### src/rtl/anim_frame_seq.sv
`default_nettype none
// ============================================================================
// Module      : anim_frame_seq
// Description : Frame index sequencer for the LED animation pattern decoders.
//               Programmable-rate playback with reverse, loop, pause and stop.
// Revision    : 1.0 - initial release
// ============================================================================
module anim_frame_seq #(
  parameter int TICK_DIV   = 12500000,
  parameter int FRAME_LAST = 31,
  parameter int CNT_W      = 24
) (
  input  logic       clk,
  input  logic       rst,
  input  logic       start,
  input  logic       stop,
  input  logic       pause,
  input  logic       loop,
  input  logic       rev,
  input  logic [1:0] speed,
  output logic [4:0] frame,
  output logic       step,
  output logic       busy,
  output logic       done
);

  typedef enum logic [1:0] {
    ST_IDLE = 2'd0,
    ST_RUN  = 2'd1,
    ST_DONE = 2'd2
  } state_t;

  localparam logic [CNT_W-1:0] c_div  = CNT_W'(TICK_DIV);
  localparam logic [4:0]       c_last = 5'(FRAME_LAST);

  state_t           r_state, w_state_nxt;
  logic [CNT_W-1:0] r_cnt, w_cnt_nxt;
  logic [4:0]       r_frame, w_frame_nxt;
  logic             r_step, w_step_nxt;
  logic             r_loop, w_loop_nxt;
  logic             r_rev, w_rev_nxt;
  logic [CNT_W-1:0] w_limit;
  logic             w_at_end;

  // Period is recomputed every cycle so speed changes take effect immediately.
  assign w_limit  = (c_div >> speed) - CNT_W'(1);
  assign w_at_end = r_rev ? (r_frame == 5'd0) : (r_frame == c_last);

  always_ff @(posedge clk) begin
    if (rst) begin
      r_state <= ST_IDLE;
      r_cnt   <= '0;
      r_frame <= '0;
      r_step  <= 1'b0;
      r_loop  <= 1'b0;
      r_rev   <= 1'b0;
    end else begin
      r_state <= w_state_nxt;
      r_cnt   <= w_cnt_nxt;
      r_frame <= w_frame_nxt;
      r_step  <= w_step_nxt;
      r_loop  <= w_loop_nxt;
      r_rev   <= w_rev_nxt;
    end
  end

  always_comb begin
    w_state_nxt = r_state;
    w_cnt_nxt   = r_cnt;
    w_frame_nxt = r_frame;
    w_step_nxt  = 1'b0;
    w_loop_nxt  = r_loop;
    w_rev_nxt   = r_rev;

    if (stop) begin
      w_state_nxt = ST_IDLE;
      w_cnt_nxt   = '0;
      w_frame_nxt = '0;
    end else if (start) begin
      w_state_nxt = ST_RUN;
      w_cnt_nxt   = '0;
      w_frame_nxt = rev ? c_last : 5'd0;
      w_step_nxt  = 1'b1;
      w_loop_nxt  = loop;
      w_rev_nxt   = rev;
    end else begin
      case (r_state)
        ST_RUN: begin
          if (!pause) begin
            if (r_cnt >= w_limit) begin
              w_cnt_nxt = '0;
              if (!w_at_end) begin
                w_frame_nxt = r_rev ? (r_frame - 5'd1) : (r_frame + 5'd1);
                w_step_nxt  = 1'b1;
              end else if (r_loop) begin
                w_frame_nxt = r_rev ? c_last : 5'd0;
                w_step_nxt  = 1'b1;
              end else begin
                // One-shot end: frame holds its final value in DONE.
                w_state_nxt = ST_DONE;
              end
            end else begin
              w_cnt_nxt = r_cnt + CNT_W'(1);
            end
          end
        end
        ST_DONE: w_cnt_nxt = '0;
        default: begin
          w_state_nxt = ST_IDLE;
          w_cnt_nxt   = '0;
        end
      endcase
    end
  end

  assign frame = r_frame;
  assign step  = r_step;
  assign busy  = (r_state == ST_RUN);
  assign done  = (r_state == ST_DONE);

endmodule
`default_nettype wire

### config.mk
export PLATFORM = sky130hd
export DESIGN_NAME = anim_frame_seq
export DESIGN_NICKNAME = d
export VERILOG_FILES = /design/src/rtl/anim_frame_seq.sv
export SDC_FILE = /design/constraint.sdc
export NUM_CORES = 1
export LEC_CHECK = 0
export CAP_MARGIN = 20
export CORE_AREA = 2 2 65 67
export CTS_CLUSTER_SIZE = 24
export DETAILED_ROUTE_END_ITERATION = 10
export DIE_AREA = 0 0 67 69
export GPL_ROUTABILITY_DRIVEN = 0
export GPL_TIMING_DRIVEN = 0
export PLACE_DENSITY = 0.88
export SYNTH_ARGS = -nofsm -noshare
export SYNTH_HDL_FRONTEND = slang
export SYNTH_SLANG_ARGS = --single-unit
### constraint.sdc
create_clock -name clk -period 3.62 [get_ports clk]
set_input_delay 0.362 -clock clk [delete_from_list [all_inputs] [get_ports clk]]
set_output_delay 0.362 -clock clk [all_outputs]
set_load 0.005 [all_outputs]
Yosys cells after proc, flatten, opt, wreduce, memory -nomap -nowiden
Index checks and enable logic that the tools add are counted.
{"block": "classes", "n_reduce_logical": 10, "n_mul": 0, "div": 0, "magnitude_cmp": 1, "eq_ne": 14, "bitwise_logic": 3, "muxes": 23, "n_shift": 1, "add_sub_neg": 4}
{"cell": "2-to-1 mux 5 bit", "count": 9}
{"cell": "adder 24 x 1 -> 24 bit (second input constant)", "count": 1}
{"cell": ">= comparator 24 bit", "count": 1}
{"cell": "2-to-1 mux 24 bit", "count": 1}
{"cell": "right shift 24 x 2 -> 24 bit (first input constant)", "count": 1}
{"cell": "subtractor 24 x 1 -> 24 bit (second input constant)", "count": 1}
{"cell": "AND reduction 5 bit", "count": 2}
{"cell": "inequality test 3 bit (second input constant)", "count": 3}
{"cell": "2-to-1 mux 1 bit", "count": 8}
{"cell": "2-to-1 mux 2 bit", "count": 4}
{"cell": "inequality test 2 bit (second input constant)", "count": 4}
{"cell": "inequality test 3 x 2 -> 1 bit (second input constant)", "count": 2}
{"cell": "adder 5 x 1 -> 5 bit (second input constant)", "count": 1}
{"cell": "equality test 5 bit (second input constant)", "count": 1}
{"cell": "logical NOT 5 bit", "count": 1}
{"cell": "subtractor 5 x 1 -> 5 bit (second input constant)", "count": 1}
{"cell": "inequality test 2 x 1 -> 1 bit (second input constant)", "count": 2}
{"cell": "case mux 2 bit (2 select lines)", "count": 1}
{"cell": "AND reduction 4 bit", "count": 1}
{"cell": "nonzero test 2 bit", "count": 2}
{"cell": "OR reduction 4 bit", "count": 1}
{"cell": "NOT 1 bit", "count": 3}
{"cell": "OR reduction 3 bit", "count": 1}
{"cell": "equality test 2 x 1 -> 1 bit (second input constant)", "count": 1}
{"cell": "other kinds (3)", "count": 3}
{"block": "word_totals", "word_cells": 63, "ramBits": 0, "input_bits": 9, "output_inout_bits": 8, "reg_bits": 34, "latch_bits": 0, "rom_bits": 0, "memories": 0}

Depth between registers and ports, before layout
Gate-level depths: netlist of run 1.
{"block": "depth", "word_depth": 7, "ltp_mapped": 13, "mapped_depth_nobuf": 12}

Least setup slack after synthesis of run 1
Ideal clock, no wire load.
{"block": "synth_timing", "path_type": "input to register", "from": "in speed[1]", "to": "reg r_cnt[2]", "setup_time_ps": 74, "arrival_time_ps": 2551, "n_path_buf": 1, "slack_ps": 994, "path_stages": 11, "required_time_ps": 3546, "cell_sequence": "nor2b_1 > buf_6 > inv_1 > ha_1 > ha_1 > a21oi_1 > a21oi_1 > o311ai_1 > nand4_2 > or4b_1 > a31oi_1"}
{"block": "synth_between", "elab_chain_len": 4}
{"element": "start, declared", "line_no": "20", "text": "input logic [1:0] speed,"}
{"element": "right shift 24 x 2 -> 24 bit", "line_no": "46", "text": "assign w_limit = (c_div >> speed) - CNT_W'(1);"}
{"element": "subtractor 24 x 1 -> 24 bit", "line_no": "46"}
{"element": ">= comparator 24 bit", "line_no": "90", "text": "if (r_cnt >= w_limit) begin"}
{"element": "2-to-1 mux 24 bit", "line_no": "90"}
{"element": "end signal, assigned", "line_no": "59", "text": "r_cnt <= w_cnt_nxt;"}
{"element": "end, declared", "line_no": "37", "text": "logic [CNT_W-1:0] r_cnt, w_cnt_nxt;"}
No other way between the ends.
A chain may end at the register's enable or synchronous reset.

Worst setup path after layout of run 1
Ends and elaborated chain as after synthesis.

==> results of run 1 <==
-- cell families (layout without fill, tap and decap cells) --
kind of cell / after synthesis / in the layout
other: 2 / 3
adders and majority gates: 25 / 25
xor gates and xnor gates: 27 / 27
AOI/OAI and AO/OA: 41 / 41
and+or+nand+nor: 109 / 109
DFF: 34 / 34
muxes: 4 / 4
buffers and inverters: 18 / 42
-- metal layers --
layer	wire, µm	up-vias	part of all wire [%]	GRT usage (%)
met5	0	-	0	0
met2	2130	56	49	35.8
met3	205	9	4.7	5.55
li1	-	950	-	-
met4	80	0	1.8	7.71
met1	1940	878	44	26.1
-- critical path, stage by stage --
cell	delay, ps
clkdlybuf4s50_1	540
inv_1	110
nor2_1	230
inv_1	70
ha_1	290
ha_1	290
a21oi_1	120
a21oi_1	90
o311ai_1	280
nand4_2	290
or4b_1	570
a31oi_1	160
-- registers in the layout (all words and copies together) (netlist names) --
register / cells
frame: 5
r_loop: 1
step: 1
r_rev: 1
r_cnt: 24
r_state: 2
-- layout make-up --
cell class,instances,area share (%)
buffer,4,1.21
clock buffer,7,3.47
clock inverter,1,0.201
inverter,14,2.11
multi-input combinational,209,56.7
sequential,34,27.3
tap,50,2.51
timing repair buffer,16,6.43
-- placed cells by master (no fill, tap or decap), types with 2 or more instances in the layout --
| cell type | netlist | layout |
|---|---|---|
| nand2_1 | 25 | 25 |
| a21o_1 | 2 | 2 |
| buf_4 | 2 | 2 |
| nand4_1 | 5 | 5 |
| a41oi_1 | 2 | 2 |
| nand3_1 | 13 | 13 |
| and3_1 | 7 | 7 |
| xnor2_1 | 11 | 11 |
| and3_2 | 2 | 2 |
| clkbuf_8 | 0 | 6 |
| o31ai_1 | 2 | 2 |
| clkbuf_1 | 1 | 2 |
| dfxtp_1 | 34 | 34 |
| ha_1 | 24 | 24 |
| a31oi_1 | 2 | 2 |
| o21ai_0 | 8 | 8 |
| xor2_1 | 15 | 15 |
| mux2i_1 | 4 | 4 |
| conb_1 | 2 | 3 |
| clkdlybuf4s50_1 | 0 | 16 |
| a21oi_1 | 15 | 15 |
| nor2_1 | 39 | 39 |
| nor2b_1 | 4 | 4 |
| inv_1 | 14 | 14 |
| nor4b_1 | 2 | 2 |
| a21o_2 | 3 | 3 |
-- stage by stage --
step	utilization, %	worst slack (ps)	instances
2_1_floorplan	-	994	261
6_report	63.6	422	335
3_3_place_gp	61.3	196	327
3_5_place_dp	61.3	165	327
5_1_grt	63.6	209	335
4_1_cts	63.6	447	335
-- worst max-delay path by stage --
stage | startpoint | to
floorplan | speed[1] | r_cnt[2]$_SDFFE_PP0N_
global placement | speed[0] | r_cnt[2]$_SDFFE_PP0N_
detailed placement | speed[1] | r_cnt[2]$_SDFFE_PP0N_
CTS | speed[1] | r_cnt[2]$_SDFFE_PP0N_
global route | speed[1] | r_cnt[2]$_SDFFE_PP0N_
finish | speed[1] | r_cnt[2]$_SDFFE_PP0N_
-- where the power goes --
part	leakage [nW]	switching, W	internal, W
Sequential	0.275	0.00000508	0.000379
Clock	0.0482	0.000131	0.000153
Combinational	0.690	0.0000402	0.0000363
-- cell usage after synthesis (2+ instances only) --
library cell | instances | area (µm²)
a21oi_1 | 15 | 75.1
mux2i_1 | 4 | 40.0
a21o_2 | 3 | 26.3
nand4_1 | 5 | 31.3
ha_1 | 24 | 300
and3_1 | 7 | 43.8
nand2_1 | 25 | 93.8
a31oi_1 | 2 | 12.5
inv_1 | 14 | 52.6
conb_1 | 2 | 7.51
buf_4 | 2 | 15.0
dfxtp_1 | 34 | 681
xor2_1 | 15 | 131
o21ai_0 | 8 | 40.0
a21o_1 | 2 | 15.0
a41oi_1 | 2 | 17.5
o31ai_1 | 2 | 15.0
nand3_1 | 13 | 65.1
xnor2_1 | 11 | 96.3
nor4b_1 | 2 | 17.5
nor2b_1 | 4 | 25.0
nor2_1 | 39 | 146
and3_2 | 2 | 15.0
==> out/qor.yml, run 1 <==
outcome: "complete, no violations"
clkSinkCount: 34
synth.distinct_cells: 46
start_kind: "input port"
area_delta_synth_final_pct: 14.6
min_period_ps: 3200
grtUsageTotal_pct: 21.5
fp.coreArea_mm2: 0.00391
grt_pass1_wl_um: 7810
async_reset_ff_share_pct: 0
synth-seq-cells: 34
routed_via_density: 5.65
finalMaxSlewViolations: 0
min_to: "r_cnt[1]$_SDFFE_PP0N_"
p_total_w: 0.000745
cts-root-buf: "clkbuf_8"
ys_warn_count: 0
synthAdderAreaFrac_pct: 14.7
wl_um: 4360
rsz0062_at_grt: "false"
drc: 0
grt_overflow: 0
cts_buffers: 5
post_cts_resized: 0
hold_viol: 0
grt_pass1_vias: 1849
cts_tree: "built"
arrival_ps: 3410
seqCellArea_um2: 681
hold_class: "reg -> reg"
synth_top_family_by_area: "simple AND/OR/NAND/NOR gates"
wl_per_cell_um: 13.0
p_leak_nw: 1.01
synth-edff-count: 0
max_slew.worst_pin.slew_ps: 514
drv_cap: 0
reg2reg_from: "r_cnt[23]$_SDFFE_PP0N_"
finalSetupViolations: 0
drt_iter0_drc: 72
antenna_found_initial: 0
rows: 23
cp_max_fo: 10
postCtsSetupBuffers: 0
yosysSeqAreaShare_pct: 31.3
avgSynthCellArea_um2: 8.35
synthCells: 260
rrSetupSlack_ps: 1100
cts_buffer_depth: 2
end_kind: "flop"
synth_compound_area_share_pct: 12.2
clock_skew_ps: 5.12
ctsHoldBuffers: 0
ioPinCount: 17
clkLatencyLatePin_ps: 280
initial_utilization_pct: 55.5
grt_max_degree: 11
hpwl_um: 3410
drive_gt1_share_pct: 7.72
firstDrtPassIters: 4
die_height_um: 69
multi_input_area_mm2: 0.00141
power_density_mw_per_mm2: 299
final_cell_area_mm2: 0.00249
final_nets: 318
hold_ws_ps: 490
reg2reg_depth: 9
diodes: 0
critPathKind: "in -> reg"
finalCritPeriodShare_pct: 88.3
dpl_cell_area_mm2: 0.00240
crit_required_ps: 3830
vias: 1893
path_clk_slew_ps: 60
r2r_end: "r_cnt[9]$_SDFFE_PP0N_"
dieArea_mm2: 0.00462
io_buffer_count: 16
synthSimpleGateAreaFrac_pct: 24.5
holdPathStages: 2
hp-start: "r_cnt[1]$_SDFFE_PP0N_"
synth_mux_area_share_pct: 1.84
fin_setup_tns_ps: 0
cts_htree_levels: 2
mappedNetlistArea_mm2: 0.00217
synth-xor-area-share_pct: 11.2
drtAntennaViolNets: 0
slew_headroom_pct: 65.6
peakVddDrop_mv: 0.233
synth_ff_type: "dfxtp_1"
fillCellCount: 356
fmax_mhz: 313
die_w_um: 67
Note: power is estimated with default switching activity, not from simulation.
==> inputs of run 2 (changes only) <==
Settings changed: CAP_MARGIN 20 to 10.
==> results of run 2 <==
No change in the layout: final DEF, timing and power equal those of run 1.
==> inputs of run 3 (changes only) <==
Settings changed: SETUP_SLACK_MARGIN from default to 0.3.
==> run 3 against run 2 <==
  * Non-clock buffer count is the same
  * Sequential power barely moved
  * Flip-flop and latch count did not move
==> out/qor.yml, run 3 (same netlist as run 1, synthesis figures left out) <==
min_period_ps: 3190
antenna_found_initial: 0
highest_layer: "met4"
clock_skew_ps: 4.50
finish.utilization_pct: 64.1
post_cts_resized: 0
wl_per_cell_um: 13.5
die_height_um: 69
hold_viol: 0
ioPinCount: 17
grt_max_degree: 11
initial_utilization_pct: 55.5
final_common_cell: "nor2_1"
final_nets: 319
wl_um: 4550
drv_cap: 0
met2_length_um: 2220
setup_ws_ps: 428
path_clk_slew_ps: 60
clkLatencyLatePin_ps: 280
layout_common_cells: "nor2_1, dfxtp_1, nand2_1"
rsz0062_at_grt: "true"
slew_headroom_pct: 64.8
wl_met3_um: 183
drc: 0
hpwl_um: 3410
postCtsSetupBuffers: 0
power_density_mw_per_mm2: 297
path_cells: "clkdlybuf4s50_1 -> inv_1 -> nor2_1 -> inv_1 -> ha_1 -> ha_1 -> a21oi_1 -> a21oi_1 -> o311ai_2 -> nand4_2 -> or4b_1 -> a31oi_1"
seqCellArea_um2: 681
slowest_stage: "clkdlybuf4s50_1"
die_w_um: 67
fin_setup_tns_ps: 0
dp_worst_setup_slack_ps: 165
firstDrtPassIters: 4
fp.coreArea_mm2: 0.00391
regMostFlops: "r_cnt"
crit_buf_inv: 3
finalMaxSlewViolations: 0
finalCritPeriodShare_pct: 88.2
dieArea_mm2: 0.00462
diodes: 0
peakVddDrop_mv: 0.233
cts_buffers: 5
start_kind: "input port"
dpl_cell_area_mm2: 0.00240
cts_htree_levels: 2
ctsHoldBuffers: 0
max_slew.worst_pin.slew_ps: 526
drive_gt1_share_pct: 8.39
drtAntennaViolNets: 0
routed_via_density: 5.71
multi_input_area_mm2: 0.00143
hold_class: "reg -> reg"
path_delay_family: "simple AND/OR/NAND/NOR gates"
grt_overflow: 0
max_stage_delay_ps: 540
p_leak_nw: 1.01
arrival_ps: 3400
largest_register_ffs: 24
hold_ws_ps: 490
cts_tree: "built"
clkSinkCount: 34
wl_met1_um: 2070
fmax_mhz: 313
finalSetupViolations: 0
drt_iter0_drc: 73
critPathKind: "in -> reg"
rows: 23
outcome: "complete, no violations"
io_buffer_count: 16
final_cell_area_mm2: 0.00251
crit_required_ps: 3830
grt_pass1_wl_um: 7810
cts_buffer_depth: 2
cts-root-buf: "clkbuf_8"
grt_pass1_vias: 1849
end_kind: "flop"
area_delta_synth_final_pct: 15.6
grtUsageTotal_pct: 21.5
fillCellCount: 355
vias: 1918
cp_max_fo: 5
==> run 3: path summary, 6_finish.rpt <==
kind | from | end | slack (ps) | depth (start not counted)
setup / recovery | speed[1] | r_cnt[2]$_SDFFE_PP0N_ | 430 | 12
setup reg to reg | r_cnt[23]$_SDFFE_PP0N_ | r_cnt[9]$_SDFFE_PP0N_ | 1150 | 9
hold reg to reg | r_cnt[1]$_SDFFE_PP0N_ | r_cnt[1]$_SDFFE_PP0N_ | 490 | 2
hold / removal | r_cnt[1]$_SDFFE_PP0N_ | r_cnt[1]$_SDFFE_PP0N_ | 490 | 2
==> run 3: per-stage QoR <==
stage	cells	total power (W)
floorplan	261	0.000437
global placement	327	0.000465
detailed placement	327	0.000468
CTS	335	0.000752
global route	336	0.000782
finish	336	0.000746
==> run 3: where the power goes <==
part | internal [W] | switching, W | leakage (nW) | total, W
clock network | 0.000153 | 0.000132 | 0.0482 | 0.000285
logic | 0.0000364 | 0.0000407 | 0.691 | 0.0000771
registers | 0.000379 | 0.00000498 | 0.275 | 0.000384
==> run 3: worst reg2reg max path: cells and delay by family, from the launching register on <==
family	cells	cell delay [ps]
AOI/OAI and AO/OA	2	370
adders and majority gates	1	310
buffers and inverters	1	170
DFF	1	320
and+or+nand+nor	5	1190
==> run 3: layout make-up <==
cell class / instances / share of cell area [%]
Multi-Input combinational cell: 210 / 57.1
Clock inverter: 1 / 0.199
Clock buffer: 7 / 3.44
Buffer: 4 / 1.20
Timing Repair Buffer: 16 / 6.38
Inverter: 14 / 2.09
Sequential cell: 34 / 27.1
Tap cell: 50 / 2.49
==> run 3: routing by layer <==
layer / up-vias / track usage, %
met5: - / 0
met4: 0 / 7.71
met3: 9 / 5.55
met2: 47 / 35.8
met1: 906 / 26.1
li1: 956 / -
